<file path="config.mk">
export PLATFORM = sky130hd
export DESIGN_NAME = mem_req_arbiter
export DESIGN_NICKNAME = d
export VERILOG_FILES = /design/src/rtl/mem_req_arbiter.sv
export SDC_FILE = /design/constraint.sdc
export NUM_CORES = 1
export LEC_CHECK = 0
export ABC_CLOCK_PERIOD_IN_PS = 2000
export BUFFER_PORTS_ARGS = -buffer_cell sky130_fd_sc_hd__buf_2
export CORE_AREA = 2 2 123 125
export DETAILED_ROUTE_END_ITERATION = 10
export DIE_AREA = 0 0 125 127
export PLACE_DENSITY = 0.5
export SLEW_MARGIN = 10
export SYNTH_ARGS = -nofsm -noshare
export SYNTH_HDL_FRONTEND = slang
export SYNTH_SLANG_ARGS = --single-unit
</file>
<file path="constraint.sdc">
create_clock -name clk -period 2 [get_ports clk]
set_input_delay 0.5 -clock clk [delete_from_list [all_inputs] [get_ports clk]]
set_output_delay 0.5 -clock clk [all_outputs]
set_load 0.05 [all_outputs]
</file>
<file path="src/rtl/mem_req_arbiter.sv">
// mem_req_arbiter: one SRAM-like port shared by inst (IF) and data (EXE) requesters, with in-order return routing.
// Latency: zero cycles from *_req to mem_req and from mem_addr_ok to *_addr_ok; mem_data_ok is routed in the same cycle.
// Backpressure: *_addr_ok is withheld when the requester loses, is locked out, or OUTSTANDING are unreturned. ARB_ROUND_ROBIN_EN selects round-robin.
module mem_req_arbiter #(
    parameter int OUTSTANDING = 2
) (
    input  logic        clk,
    input  logic        reset,

    input  logic        inst_req,
    input  logic        inst_wr,
    input  logic [1:0]  inst_size,
    input  logic [31:0] inst_addr,
    input  logic [3:0]  inst_wstrb,
    input  logic [31:0] inst_wdata,
    output logic        inst_addr_ok,
    output logic        inst_data_ok,
    output logic [31:0] inst_rdata,

    input  logic        data_req,
    input  logic        data_wr,
    input  logic [1:0]  data_size,
    input  logic [31:0] data_addr,
    input  logic [3:0]  data_wstrb,
    input  logic [31:0] data_wdata,
    output logic        data_addr_ok,
    output logic        data_data_ok,
    output logic [31:0] data_rdata,

    output logic        mem_req,
    output logic        mem_wr,
    output logic [1:0]  mem_size,
    output logic [31:0] mem_addr,
    output logic [3:0]  mem_wstrb,
    output logic [31:0] mem_wdata,
    input  logic        mem_addr_ok,
    input  logic        mem_data_ok,
    input  logic [31:0] mem_rdata
);

    localparam int PTR_W = (OUTSTANDING > 1) ? $clog2(OUTSTANDING) : 1;
    localparam int CNT_W = PTR_W + 1;

    localparam logic ID_INST = 1'b0;
    localparam logic ID_DATA = 1'b1;

    typedef enum logic [0:0] {
        ARB_OPEN   = 1'b0,
        ARB_LOCKED = 1'b1
    } arb_state_t;

    arb_state_t              state_q, state_d;
    logic                    lock_id_q, lock_id_d;
    logic [OUTSTANDING-1:0]  id_q, id_d;
    logic [PTR_W-1:0]        wr_ptr_q, wr_ptr_d;
    logic [PTR_W-1:0]        rd_ptr_q, rd_ptr_d;
    logic [CNT_W-1:0]        count_q, count_d;

`ifdef ARB_ROUND_ROBIN_EN
    logic                    rr_q, rr_d;
`endif

    logic grant;
    logic grant_req;
    logic full;
    logic empty;
    logic handshake;
    logic pop;
    logic head_id;

    // full/empty depend only on registered count, so mem_data_ok never reaches mem_req
    assign full  = (count_q == CNT_W'(OUTSTANDING));
    assign empty = (count_q == '0);

    always_comb begin
        grant = ID_DATA;
        if (state_q == ARB_LOCKED) begin
            grant = lock_id_q;
        end else if (inst_req && data_req) begin
`ifdef ARB_ROUND_ROBIN_EN
            grant = rr_q;
`else
            grant = ID_DATA;
`endif
        end else if (inst_req) begin
            grant = ID_INST;
        end
    end

    assign grant_req = (grant == ID_DATA) ? data_req : inst_req;
    assign mem_req   = ~reset & grant_req & ~full;
    assign handshake = mem_req & mem_addr_ok;

    always_comb begin
        mem_wr    = 1'b0;
        mem_size  = 2'b00;
        mem_addr  = 32'h0;
        mem_wstrb = 4'h0;
        mem_wdata = 32'h0;
        if (mem_req) begin
            if (grant == ID_DATA) begin
                mem_wr    = data_wr;
                mem_size  = data_size;
                mem_addr  = data_addr;
                mem_wstrb = data_wstrb;
                mem_wdata = data_wdata;
            end else begin
                mem_wr    = inst_wr;
                mem_size  = inst_size;
                mem_addr  = inst_addr;
                mem_wstrb = inst_wstrb;
                mem_wdata = inst_wdata;
            end
        end
    end

    assign inst_addr_ok = handshake & (grant == ID_INST);
    assign data_addr_ok = handshake & (grant == ID_DATA);

    // a response with nothing outstanding (e.g. after reset) is dropped silently
    assign pop     = ~reset & mem_data_ok & ~empty;
    assign head_id = id_q[rd_ptr_q];

    assign inst_data_ok = pop & (head_id == ID_INST);
    assign data_data_ok = pop & (head_id == ID_DATA);
    assign inst_rdata   = reset ? 32'h0 : mem_rdata;
    assign data_rdata   = reset ? 32'h0 : mem_rdata;

    always_comb begin
        state_d   = state_q;
        lock_id_d = lock_id_q;
        case (state_q)
            ARB_OPEN: begin
                if (mem_req && !mem_addr_ok) begin
                    state_d   = ARB_LOCKED;
                    lock_id_d = grant;
                end
            end
            ARB_LOCKED: begin
                if (handshake) begin
                    state_d = ARB_OPEN;
                end
            end
            default: state_d = ARB_OPEN;
        endcase
    end

    always_comb begin
        id_d     = id_q;
        wr_ptr_d = wr_ptr_q;
        rd_ptr_d = rd_ptr_q;
        count_d  = count_q;
        if (handshake) begin
            id_d[wr_ptr_q] = grant;
            wr_ptr_d       = wr_ptr_q + PTR_W'(1);
        end
        if (pop) begin
            rd_ptr_d = rd_ptr_q + PTR_W'(1);
        end
        case ({handshake, pop})
            2'b10:   count_d = count_q + CNT_W'(1);
            2'b01:   count_d = count_q - CNT_W'(1);
            default: count_d = count_q;
        endcase
    end

`ifdef ARB_ROUND_ROBIN_EN
    always_comb begin
        rr_d = rr_q;
        if (handshake) begin
            rr_d = ~grant;
        end
    end
`endif

    always_ff @(posedge clk) begin
        if (reset) begin
            state_q   <= ARB_OPEN;
            lock_id_q <= ID_INST;
            id_q      <= '0;
            wr_ptr_q  <= '0;
            rd_ptr_q  <= '0;
            count_q   <= '0;
`ifdef ARB_ROUND_ROBIN_EN
            rr_q      <= ID_DATA;
`endif
        end else begin
            state_q   <= state_d;
            lock_id_q <= lock_id_d;
            id_q      <= id_d;
            wr_ptr_q  <= wr_ptr_d;
            rd_ptr_q  <= rd_ptr_d;
            count_q   <= count_d;
`ifdef ARB_ROUND_ROBIN_EN
            rr_q      <= rr_d;
`endif
        end
    end

endmodule

</file>
---- Word level (Yosys, flattened, before mapping) ----
Cells that the tools add are included.
word-level totals
  input port bits ......................... 180
  register bits after elaboration ......... 8
  word-level logic and storage cells ...... 62
  output and inout port bits .............. 140
  latch bits .............................. 0
  memories kept ........................... 0
  ROM bits ................................ 0
  RAM bits ................................ 0
operators by class
  mux-type cells .......................... 24
  equality and inequality tests ........... 3
  multipliers ............................. 0
  div/mod/pow operators ................... 0
  order comparisons ....................... 3
  shift operators ......................... 0
  $add $sub $neg .......................... 4
  reduce and logical (&&, ||, !) cells .... 7
  bitwise logic cells ..................... 15
operator list
  cell                 number
  $mux 32              5
  $mux 1               11
  $and 1x1->1          9
  $mux 4               2
  $not 1->1            6
  $eq 2x2->1 const B   2
  $lt 1x2->1 const B   2
  $mux 2               2
  $pmux 2 s2           1
  $logic_and 1x1->1    3
  $add 1x1->1 const B  2
  $add 2x1->2 const B  1
  $bwmux 2             1
  $eq 2x1->1 const B   1
  $logic_not 2->1      1
  $pmux 1 s2           1
  $reduce_and 2->1     1
  $reduce_bool 2->1    1
  $sub 2x1->2 const B  1
  $demux 1 s1          1
  $ge 1x1->1 const B   1
  $logic_not 1->1      1

---- Longest topological paths before layout ----
Gate-level depths: netlist of run 1.
  depth in word-level cells ............... 9
  gate-level depth with buffers ........... 9
  depth with buffers taken out ............ 9

---- Worst setup path before layout of run 1 ----
OpenSTA, ideal clock, no wires.
  kind .................................... input to output
  start ................................... input port reset
  end ..................................... output port inst_data_ok
  stages .................................. 2
  arrival ................................. 2242 ps
  path buffers ............................ 1
  setup slack ............................. -742 ps
  cells stage by stage .................... clkbuf_1 nor4_1
between the ends
  cells in the longest elaborated chain, start to end .. 4
RTL lines
  item                       line  text
  start, declared            8     input logic reset,
  $not 1->1                  121   assign pop = ~reset & mem_data_ok & ~empty;
  $and 1x1->1 (2 in series)  121
  $and 1x1->1                124   assign inst_data_ok = pop & (head_id == ID_INST);
  end, declared              17    output logic inst_data_ok,
No other way between the ends.

---- Final worst setup path of run 1 ----
  start ................................... input port reset
  end ..................................... output port mem_wdata[3]
between the ends
  cells in the longest elaborated chain, start to end .. 4
RTL lines
  item                       line  text
  $not 1->1                  91    assign mem_req = ~reset & grant_req & ~full;
  $and 1x1->1 (2 in series)  91
  $mux 32                    100   if (mem_req) begin
  end, declared              35    output logic [31:0] mem_wdata,
No other way between the ends.

==> impl_results.html, run 1 <==
<table>
<tr><th>Metric</th><th>Value</th></tr>
<tr><th colspan="2">GRT</th></tr>
<tr><td>Wire length of the first global-routing pass</td><td>18800 um</td></tr>
<tr><td>GRT Util Overall</td><td>14.4%</td></tr>
<tr><td>Congestion Overflow GR</td><td>0</td></tr>
<tr><td>Vias in the first global route</td><td>3526</td></tr>
<tr><td>Initial antenna violation count</td><td>0</td></tr>
<tr><td>Maximum number of pins on one net before global-route repair</td><td>27</td></tr>
<tr><th colspan="2">Place</th></tr>
<tr><td>HPWL after detailed placement</td><td>8920 um</td></tr>
<tr><td>Buffers on Ports</td><td>319</td></tr>
<tr><td>Final weighted congestion in routability-driven placement</td><td>0.776</td></tr>
<tr><td>Pre-CTS setup slack</td><td>-0.334 ns</td></tr>
<tr><th colspan="2">Pwr</th></tr>
<tr><td>Max rail drop VDD</td><td>0.229 mV</td></tr>
<tr><td>Clock share of power</td><td>11.7%</td></tr>
<tr><td>Overall Power</td><td>0.00292 W</td></tr>
<tr><td>Logic pwr share</td><td>81.9%</td></tr>
<tr><td>Sequential group share of total power</td><td>6.4%</td></tr>
<tr><td>Net switching power of the design</td><td>0.00152 W</td></tr>
<tr><td>Net switching fraction of the power</td><td>52.0%</td></tr>
<tr><td>Leakage</td><td>2.96 nW</td></tr>
<tr><td>Power density relative to cell area</td><td>487 nW/um^2</td></tr>
<tr><td>Internal Pwr Total</td><td>0.00140 W</td></tr>
<tr><th colspan="2">Die</th></tr>
<tr><td>I/O pins</td><td>320</td></tr>
<tr><td>Floorplan row count</td><td>44</td></tr>
<tr><td>Die Footprint</td><td>15900 um^2</td></tr>
<tr><td>Initial core utilization</td><td>13.4%</td></tr>
<tr><td>Die outline width</td><td>125 um</td></tr>
<tr><td>Core box area</td><td>14400 um^2</td></tr>
<tr><td>Die Ht</td><td>127 um</td></tr>
<tr><th colspan="2">Run status</th></tr>
<tr><td>Run status</td><td>finished with violations</td></tr>
<tr><td>Violations in the final reports</td><td>setup timing</td></tr>
<tr><th colspan="2">Clock network</th></tr>
<tr><td>Clock-pin transition on the worst setup and hold timing paths</td><td>0.04 ns</td></tr>
<tr><td>Insertion delay to the later sink of the worst-skew pair</td><td>0.24 ns</td></tr>
<tr><td>Clock buffers created by TritonCTS</td><td>3</td></tr>
<tr><td>TritonCTS Sinks</td><td>8</td></tr>
<tr><td>Root buf cell</td><td>sky130_fd_sc_hd__clkbuf_16</td></tr>
<tr><td>Clock H-tree levels</td><td>1</td></tr>
<tr><td>Maximum buffer depth of the clock tree</td><td>2</td></tr>
<tr><td>CTS tree</td><td>done</td></tr>
<tr><th colspan="2">Yosys</th></tr>
<tr><td>Total of warnings raised by yosys</td><td>0</td></tr>
<tr><td>Part of the Yosys area used for sequential elements</td><td>8.26%</td></tr>
<tr><td>Average footprint of a synthesized cell</td><td>5.39 um^2</td></tr>
<tr><td>Post-Synthesis Cell Area</td><td>1940 um^2</td></tr>
<tr><td>Gate count of the mapped netlist</td><td>360</td></tr>
<tr><td>Count of distinct cell types in the synthesized netlist</td><td>34</td></tr>
<tr><td>Net count after synthesis</td><td>541</td></tr>
<tr><td>Synthesized flop and latch total</td><td>8</td></tr>
<tr><th colspan="2">STA</th></tr>
<tr><td>Setup ws final</td><td>-0.247 ns</td></tr>
<tr><td>Unrepaired setup endpoints after global routing</td><td>yes</td></tr>
<tr><td>Max Clock Skew</td><td>0.00574 ns</td></tr>
<tr><td>Slew Viols, Final</td><td>0</td></tr>
<tr><td>Max Clk Rate</td><td>445 MHz</td></tr>
<tr><td>Period minus WS final</td><td>2.25 ns</td></tr>
<tr><td>Max-Slew Margin vs Limit</td><td>77.8%</td></tr>
<tr><td>Final-report hold violation count</td><td>0</td></tr>
<tr><td>Pin slew with the least headroom to its limit</td><td>0.330 ns</td></tr>
<tr><td>Final period util</td><td>112%</td></tr>
<tr><td>Total of endpoints with negative setup slack in the final report</td><td>75</td></tr>
<tr><th colspan="2">Setup path</th></tr>
<tr><td>Data arrival time of the critical path</td><td>1.75 ns</td></tr>
<tr><td>Crit Path Class</td><td>input pin to output pin</td></tr>
<tr><td>Maximum fanout count along the critical path</td><td>8</td></tr>
<tr><td>Critical path launch point type</td><td>input pin</td></tr>
<tr><td>Kind of end point of the critical path</td><td>output pin</td></tr>
<tr><td>Critical Path RT</td><td>1.50 ns</td></tr>
<tr><th colspan="2">Run</th></tr>
<tr><td>Count of max-cap constraint violations</td><td>0</td></tr>
<tr><th colspan="2">Cells and area</th></tr>
<tr><td>Layout cells sized above 1</td><td>78.6%</td></tr>
<tr><td>Post-layout net count</td><td>871</td></tr>
<tr><td>Area Growth Syn to Fin</td><td>209%</td></tr>
<tr><td>Antenna diode instance count</td><td>0</td></tr>
<tr><th colspan="2">Worst hold path</th></tr>
<tr><td>Worst hold-check path type</td><td>flop to flop</td></tr>
<tr><th colspan="2">Route</th></tr>
<tr><td>Drt pass-1 iters</td><td>4</td></tr>
<tr><td>Post-DR vias/cell</td><td>4.11</td></tr>
<tr><td>Routed vias</td><td>3587</td></tr>
<tr><td>Routed len/inst</td><td>14.6 um</td></tr>
<tr><td>1st-iter DRT viols</td><td>120</td></tr>
<tr><td>DRC violations left</td><td>0</td></tr>
<tr><td>Wire length reported by the detailed router</td><td>12700 um</td></tr>
<tr><td>Number of antenna-violating nets in the routed design</td><td>0</td></tr>
</table>
[path summary, 6_finish.rpt]
kind	startpoint	endpoint	slack, ns	cells after the start
setup / recovery	reset	mem_wdata[3]	-0.25	8
hold / removal	wr_ptr_q$_SDFFE_PP0N_	wr_ptr_q$_SDFFE_PP0N_	0.50	2
setup reg to reg	count_q[1]$_SDFFE_PP0P_	count_q[1]$_SDFFE_PP0P_	-0.02	9
hold reg to reg	wr_ptr_q$_SDFFE_PP0N_	wr_ptr_q$_SDFFE_PP0N_	0.50	2
[kinds of logic after synthesis]
family,Yosys count,share of synthesized area [%]
muxes,2,1.35
adders and majority gates,1,0.645
DFF,8,8.26
xor gates and xnor gates,3,1.36
buffers and inverters,63,19.9
AOI/OAI and AO/OA,84,22.8
and+or+nand+nor,199,45.7
[layer usage]
metal / GRT usage [%] / vias up / part of all wire (%)
met4: 2.81 / 0 / 1.2
met1: 17.9 / 1634 / 41
met3: 1.51 / 12 / 4.6
met2: 27.1 / 143 / 53
li1: - / 1798 / -
met5: 0 / - / 0
[per-stage QoR]
stage / hold WS (ns) / area, um^2 / util, % / setup TNS, ns / instances
floorplan: 0.467 / 2760 / - / -17.55 / 360
global placement: 0.512 / 4570 / 31.7 / -17.90 / 839
detailed placement: 0.492 / 4570 / 31.7 / -19.66 / 839
CTS: 0.502 / 5690 / 39.4 / -12.73 / 867
global route: 0.538 / 5990 / 41.5 / -16.74 / 872
finish: 0.505 / 5990 / 41.5 / -11.76 / 872
[state kept, by name, summed over array words and instances (netlist names)]
| name | cells |
|---|---|
| count_q | 2 |
| id_q | 2 |
| rd_ptr_q | 1 |
| state_q | 1 |
| lock_id_q | 1 |
| wr_ptr_q | 1 |
[power by group through the flow]
| stage | Sequential [W] | Clock [W] | Combinational, W |
|---|---|---|---|
| floorplan | 0.000188 | 0 | 0.00136 |
| global placement | 0.000187 | 0 | 0.00186 |
| detailed placement | 0.000187 | 0 | 0.00186 |
| CTS | 0.000186 | 0.000340 | 0.00230 |
| global route | 0.000189 | 0.000357 | 0.00252 |
| finish | 0.000187 | 0.000342 | 0.00239 |
[layout make-up]
| type | count | area, um^2 |
|---|---|---|
| clock buffer | 3 | 75.1 |
| multi-input combinational | 291 | 2490 |
| timing repair buffer | 382 | 3010 |
| fill | 1470 | 8430 |
| tap | 184 | 230 |
| sequential | 8 | 166 |
| inverter | 4 | 18.8 |
[worst max-delay path: stages]
cell and delay [ns]:
sky130_fd_sc_hd__buf_2 0.11, sky130_fd_sc_hd__inv_1 0.11, sky130_fd_sc_hd__and3_4 0.32, sky130_fd_sc_hd__nand2_8 0.13, sky130_fd_sc_hd__buf_12 0.17, sky130_fd_sc_hd__buf_6 0.12
sky130_fd_sc_hd__a21oi_4 0.11, sky130_fd_sc_hd__buf_6 0.17
[cell usage in the layout, fill, tap and decap left out, types with 2 or more instances in the layout]
master,n
sky130_fd_sc_hd__nor2b_2,11
sky130_fd_sc_hd__nand2_1,100
sky130_fd_sc_hd__nand2_2,35
sky130_fd_sc_hd__nor2_1,4
sky130_fd_sc_hd__a21oi_4,53
sky130_fd_sc_hd__a21oi_2,2
sky130_fd_sc_hd__nor2b_1,3
sky130_fd_sc_hd__nand2_4,9
sky130_fd_sc_hd__nor2b_4,21
sky130_fd_sc_hd__o21ai_0,2
sky130_fd_sc_hd__dfxtp_1,5
sky130_fd_sc_hd__clkbuf_4,4
sky130_fd_sc_hd__xor2_1,2
sky130_fd_sc_hd__a21oi_1,19
sky130_fd_sc_hd__buf_2,240
sky130_fd_sc_hd__nor3_4,2
sky130_fd_sc_hd__nand2b_4,2
sky130_fd_sc_hd__buf_4,35
sky130_fd_sc_hd__buf_16,10
sky130_fd_sc_hd__buf_6,65
sky130_fd_sc_hd__buf_12,14
sky130_fd_sc_hd__nand2_8,3
sky130_fd_sc_hd__dfxtp_2,2
sky130_fd_sc_hd__buf_8,12
sky130_fd_sc_hd__clkbuf_16,5
sky130_fd_sc_hd__inv_1,3
[Yosys cell counts (all sizes together)]
cell type  number  area share, %
nand2         145             28
a21oi          74             19
buf            41             16
nor2b          35             11
clkbuf         18            3.5
dfxtp           8            8.3
nor2            5           0.97
inv             4           0.77
o21ai           4            1.2
mux2            2            1.4
nand2b          2           0.77
nand3           2           0.77
nor3            2           0.52
o21a            2           0.77
xor2            2           0.90
a21o            1           0.39
a311oi          1           0.45
a31o            1           0.45
and2            1           0.32
and3            1           0.39
ha              1           0.65
nand3b          1           0.58
nand4           1           0.32
nor4            1           0.32
o311ai          1           0.45
or2b            1           0.45
or3             1           0.32
or4             1           0.58
xnor2           1           0.45
[repair_timing]
item | 4_1_cts | 5_1_grt
setup endpoints to repair | 76 | 127
gates resized for setup | 197 | 70
pin swaps | 10 | 4
cloned | 12 | 2
setup buffers | 14 | 9
hold buffers | 0 | 0
No activity file was read; power rests on OpenSTA's default activity.
==> inputs of run 2 (changes only) <==
ABC_AREA = 1   (was default)
ABC_CLOCK_PERIOD_IN_PS = 2400   (was 2000)
clock period = 2.4 ns   (was 2 ns; I/O delays follow)
==> run 2 against run 1 <==
The flow now finishes without violations; first-iteration DRC count is 20% lower; non-clock buffer count is 30 lower; clock power is 19% lower; area after synthesis is 8.3% higher; largest cell class unchanged; largest power group unchanged; register-to-register slack better by 0.28 ns; final area is 18% lower; highest routed layer unchanged.
==> impl_results.html, run 2 <==
<table>
<tr><th>Metric</th><th>Value</th></tr>
<tr><th colspan="2">Run status</th></tr>
<tr><td>Run status</td><td>completed</td></tr>
<tr><th colspan="2">Setup path</th></tr>
<tr><td>Cell type of the slowest stage on the worst timing path</td><td>sky130_fd_sc_hd__buf_12</td></tr>
<tr><td>Slowest Stage Delay on Critical Path</td><td>0.20 ns</td></tr>
<tr><td>Origin of the critical flop-to-flop path</td><td>state_q$_SDFF_PP0_</td></tr>
<tr><td>Top Family by Delay on Critical Path</td><td>buffers and inverters</td></tr>
<tr><td>Critical path launch point type</td><td>input pin</td></tr>
<tr><td>Critical Path RT</td><td>1.80 ns</td></tr>
<tr><td>Maximum fanout count along the critical path</td><td>17</td></tr>
<tr><td>Reg2Reg Setup Slack</td><td>0.26 ns</td></tr>
<tr><td>Crit Path Class</td><td>input pin to output pin</td></tr>
<tr><td>Kind of end point of the critical path</td><td>output pin</td></tr>
<tr><td>Worst R2R Path Depth</td><td>15</td></tr>
<tr><td>Crit path buffers/inverters</td><td>5</td></tr>
<tr><td>CP most frequent cell</td><td>sky130_fd_sc_hd__buf_12</td></tr>
<tr><td>Reg-to-reg critical path endpoint</td><td>count_q[1]$_SDFFE_PP0P_</td></tr>
<tr><td>Worst-path cell chain</td><td>buf_12 &gt; clkinv_8 &gt; nand3_4 &gt; nand2_4 &gt; nand2_4 &gt; a21oi_4 &gt; clkinv_4 &gt; buf_12 &gt; a21oi_4 &gt; buf_12</td></tr>
<tr><td>Data arrival time of the critical path</td><td>1.78 ns</td></tr>
<tr><th colspan="2">Place</th></tr>
<tr><td>Buffers on Ports</td><td>319</td></tr>
<tr><td>HPWL after detailed placement</td><td>9070 um</td></tr>
<tr><td>Pre-CTS setup slack</td><td>-0.135 ns</td></tr>
<tr><td>Number of cells after detailed placement</td><td>874</td></tr>
<tr><td>Final weighted congestion in routability-driven placement</td><td>0.761</td></tr>
<tr><th colspan="2">Cells and area</th></tr>
<tr><td>Layout cells sized above 1</td><td>63.2%</td></tr>
<tr><td>Commonest non-fill, non-tap cell in the layout</td><td>sky130_fd_sc_hd__buf_2</td></tr>
<tr><td>Post-route insts no fill</td><td>887</td></tr>
<tr><td>Biggest regs</td><td>count_q x2, id_q x2</td></tr>
<tr><td>Count of filler cells inserted in the layout</td><td>1566</td></tr>
<tr><td>Commonest non-fill, non-tap cells in the layout</td><td>244 x sky130_fd_sc_hd__buf_2, 154 x sky130_fd_sc_hd__nand2_1, 76 x sky130_fd_sc_hd__buf_6, 56 x sky130_fd_sc_hd__a21oi_2, 42 x sky130_fd_sc_hd__inv_1</td></tr>
<tr><td>Area Growth Syn to Fin</td><td>133%</td></tr>
<tr><td>Post-layout net count</td><td>884</td></tr>
<tr><th colspan="2">Yosys</th></tr>
<tr><td>Library cell with the highest instance count after synthesis</td><td>sky130_fd_sc_hd__nand2_1</td></tr>
<tr><td>Count of flip-flops with a built-in enable after synthesis</td><td>0</td></tr>
<tr><td>Net count after synthesis</td><td>586</td></tr>
<tr><td>Average footprint of a synthesized cell</td><td>5.19 um^2</td></tr>
<tr><td>Post-Synthesis Cell Area</td><td>2100 um^2</td></tr>
<tr><td>Leading cell types by count after synthesis</td><td>157 x sky130_fd_sc_hd__nand2_1, 46 x sky130_fd_sc_hd__a21oi_1, 45 x sky130_fd_sc_hd__inv_1, 43 x sky130_fd_sc_hd__nor2_1, 33 x sky130_fd_sc_hd__buf_4</td></tr>
<tr><td>Synthesized flop and latch total</td><td>8</td></tr>
<tr><td>Gate count of the mapped netlist</td><td>405</td></tr>
<tr><td>Part of the Yosys area used for sequential elements</td><td>7.62%</td></tr>
<tr><td>Ys async rst share</td><td>0%</td></tr>
<tr><td>Top cells by area, synth</td><td>sky130_fd_sc_hd__nand2_1 28%, sky130_fd_sc_hd__a21oi_2 13%, sky130_fd_sc_hd__buf_4 12%, sky130_fd_sc_hd__a21oi_1 11%, sky130_fd_sc_hd__inv_1 8.0%</td></tr>
<tr><td>Leading register cell type out of synthesis</td><td>sky130_fd_sc_hd__dfxtp_1</td></tr>
<tr><td>Total of warnings raised by yosys</td><td>0</td></tr>
<tr><td>Most area-hungry cell type in the Yosys netlist</td><td>sky130_fd_sc_hd__nand2_1</td></tr>
<tr><td>Count of distinct cell types in the synthesized netlist</td><td>20</td></tr>
<tr><td>Area share of the largest cell type after synthesis</td><td>28.1%</td></tr>
<tr><th colspan="2">Clock network</th></tr>
<tr><td>Insertion delay to the later sink of the worst-skew pair</td><td>0.23 ns</td></tr>
<tr><td>Root buf cell</td><td>sky130_fd_sc_hd__clkbuf_16</td></tr>
<tr><td>Clock buffers created by TritonCTS</td><td>3</td></tr>
<tr><td>Clock-pin transition on the worst setup and hold timing paths</td><td>0.04 ns</td></tr>
<tr><td>Hold-fix buffers, CTS</td><td>0</td></tr>
<tr><td>TritonCTS Sinks</td><td>8</td></tr>
<tr><td>Clock H-tree levels</td><td>1</td></tr>
<tr><td>Maximum buffer depth of the clock tree</td><td>2</td></tr>
<tr><td>CTS tree</td><td>done</td></tr>
<tr><th colspan="2">Die</th></tr>
<tr><td>Die outline width</td><td>125 um</td></tr>
<tr><td>I/O pins</td><td>320</td></tr>
<tr><td>Die Footprint</td><td>15900 um^2</td></tr>
<tr><td>Initial core utilization</td><td>14.6%</td></tr>
<tr><td>Die Ht</td><td>127 um</td></tr>
<tr><td>Core box area</td><td>14400 um^2</td></tr>
<tr><td>Floorplan row count</td><td>44</td></tr>
<tr><th colspan="2">GRT</th></tr>
<tr><td>Initial antenna violation count</td><td>2</td></tr>
<tr><td>Vias in the first global route</td><td>3305</td></tr>
<tr><td>Wire length of the first global-routing pass</td><td>16400 um</td></tr>
<tr><td>Maximum number of pins on one net before global-route repair</td><td>32</td></tr>
<tr><td>Congestion Overflow GR</td><td>0</td></tr>
<tr><td>GRT Util Overall</td><td>12.5%</td></tr>
<tr><th colspan="2">Pwr</th></tr>
<tr><td>Clock share of power</td><td>13.1%</td></tr>
<tr><td>Leakage</td><td>2.64 nW</td></tr>
<tr><td>Overall Power</td><td>0.00213 W</td></tr>
<tr><td>Max rail drop VDD</td><td>0.207 mV</td></tr>
<tr><td>Sequential group share of total power</td><td>7.0%</td></tr>
<tr><td>Net switching fraction of the power</td><td>54.8%</td></tr>
<tr><td>Net switching power of the design</td><td>0.00117 W</td></tr>
<tr><td>Logic pwr share</td><td>79.9%</td></tr>
<tr><td>Power density relative to cell area</td><td>435 nW/um^2</td></tr>
<tr><td>Internal Pwr Total</td><td>0.000961 W</td></tr>
<tr><th colspan="2">Route</th></tr>
<tr><td>Wire length reported by the detailed router</td><td>12000 um</td></tr>
<tr><td>Wire length on met1</td><td>4500 um</td></tr>
<tr><td>Routed met2 length</td><td>6430 um</td></tr>
<tr><td>Drt pass-1 iters</td><td>4</td></tr>
<tr><td>Met3 Wirelength</td><td>982 um</td></tr>
<tr><td>Uppermost layer routed</td><td>met4</td></tr>
<tr><td>1st-iter DRT viols</td><td>96</td></tr>
<tr><td>Post-DR vias/cell</td><td>4.03</td></tr>
<tr><td>Routed len/inst</td><td>13.5 um</td></tr>
<tr><td>Number of antenna-violating nets in the routed design</td><td>0</td></tr>
<tr><td>Routed vias</td><td>3571</td></tr>
<tr><td>DRC violations left</td><td>0</td></tr>
<tr><th colspan="2">STA</th></tr>
<tr><td>Unrepaired setup endpoints after global routing</td><td>yes</td></tr>
<tr><td>Setup TNS</td><td>0 ns</td></tr>
<tr><td>Final-report hold violation count</td><td>0</td></tr>
<tr><td>Setup ws final</td><td>0.0202 ns</td></tr>
<tr><td>Max Clk Rate</td><td>420 MHz</td></tr>
<tr><td>Max-Slew Margin vs Limit</td><td>79.5%</td></tr>
<tr><td>Max Clock Skew</td><td>0.00296 ns</td></tr>
<tr><td>Slew Viols, Final</td><td>0</td></tr>
<tr><td>Period minus WS final</td><td>2.38 ns</td></tr>
<tr><td>Pin slew with the least headroom to its limit</td><td>0.304 ns</td></tr>
<tr><td>Total of endpoints with negative setup slack in the final report</td><td>0</td></tr>
<tr><td>Final period util</td><td>99.2%</td></tr>
<tr><td>Smallest hold slack</td><td>0.461 ns</td></tr>
<tr><th colspan="2">Worst hold path</th></tr>
<tr><td>Worst hold-check path type</td><td>flop to flop</td></tr>
<tr><td>Worst Hold Depth</td><td>2</td></tr>
<tr><td>Hold path startpoint</td><td>lock_id_q$_SDFFE_PP0P_</td></tr>
<tr><td>Hold path endpoint</td><td>lock_id_q$_SDFFE_PP0P_</td></tr>
<tr><th colspan="2">Run</th></tr>
<tr><td>Count of max-cap constraint violations</td><td>0</td></tr>
</table>
[run 2: worst max path at each step]
stage              from             to  slack, ns  cells past startpoint
6_report       data_req    mem_addr[2]       0.02                     10
5_1_grt        data_req    mem_addr[6]      -0.04                     10
4_1_cts        data_req  mem_wdata[10]      -0.04                     10
3_5_place_dp   data_req   mem_wdata[1]      -0.13                     10
3_3_place_gp   data_req  mem_wdata[24]      -0.13                     10
2_1_floorplan  data_req    mem_addr[0]      -0.24                      8
[run 2: area by class of cell]
type                       instances  area (um^2)  area share, %
timing repair buffer             352         2530           51.8
inverter                          47          206           4.23
clock buffer                       3         75.1           1.54
antenna                            2         5.00          0.102
tap                              184          230           4.71
multi-input combinational        291         1680           34.3
sequential                         8          160           3.28
[run 2: worst register-to-register path, stage by stage, from the launching register on]
cell,delay [ns]
sky130_fd_sc_hd__dfxtp_1,0.31
sky130_fd_sc_hd__inv_1,0.15
sky130_fd_sc_hd__nand3_4,0.09
sky130_fd_sc_hd__nand2_4,0.09
sky130_fd_sc_hd__nand2_4,0.06
sky130_fd_sc_hd__a21oi_4,0.16
sky130_fd_sc_hd__buf_4,0.13
sky130_fd_sc_hd__buf_4,0.12
sky130_fd_sc_hd__nand2_2,0.11
sky130_fd_sc_hd__buf_4,0.17
sky130_fd_sc_hd__ha_1,0.26
sky130_fd_sc_hd__inv_1,0.07
sky130_fd_sc_hd__nand2_1,0.05
sky130_fd_sc_hd__nor2_1,0.11
sky130_fd_sc_hd__o21ai_0,0.08
sky130_fd_sc_hd__a21oi_1,0.11
[run 2: logic make-up after synthesis]
group / count (synthesis) / share of synthesized area, %
AOI/OAI and AO/OA: 83 / 26.2
xor gates and xnor gates: 1 / 0.417
adders and majority gates: 1 / 0.595
buffers and inverters: 106 / 27.8
DFF: 8 / 7.62
and+or+nand+nor: 206 / 37.4
[run 2: power groups by stage]
stage	Combinational (W)	Sequential (W)	Clock, W
floorplan	0.00103	0.000151	0
global placement	0.00142	0.000151	0
detailed placement	0.00142	0.000151	0
CTS	0.00154	0.000149	0.000285
global route	0.00180	0.000151	0.000295
finish	0.00170	0.000149	0.000278
[run 2: stage by stage]
step / util (%) / area, um^2
global route: 33.9 / 4880
CTS: 30.6 / 4410
floorplan: - / 2310
detailed placement: 27.8 / 4010
global placement: 27.8 / 4010
finish: 33.9 / 4890
[run 2: timing repair]
item                                    CTS  global route
setup buffers                             0             2
gates resized for setup                 103            77
pin swaps                                 1             1
endpoints found under the setup margin   72            73
cloned                                    1             5
[run 2: metal layers]
layer / global-route usage [%] / vias to the layer above
met1: 13.6 / 1573
met5: 0 / -
met4: 0.654 / 0
met2: 25.4 / 195
li1: - / 1797
met3: 2.97 / 6
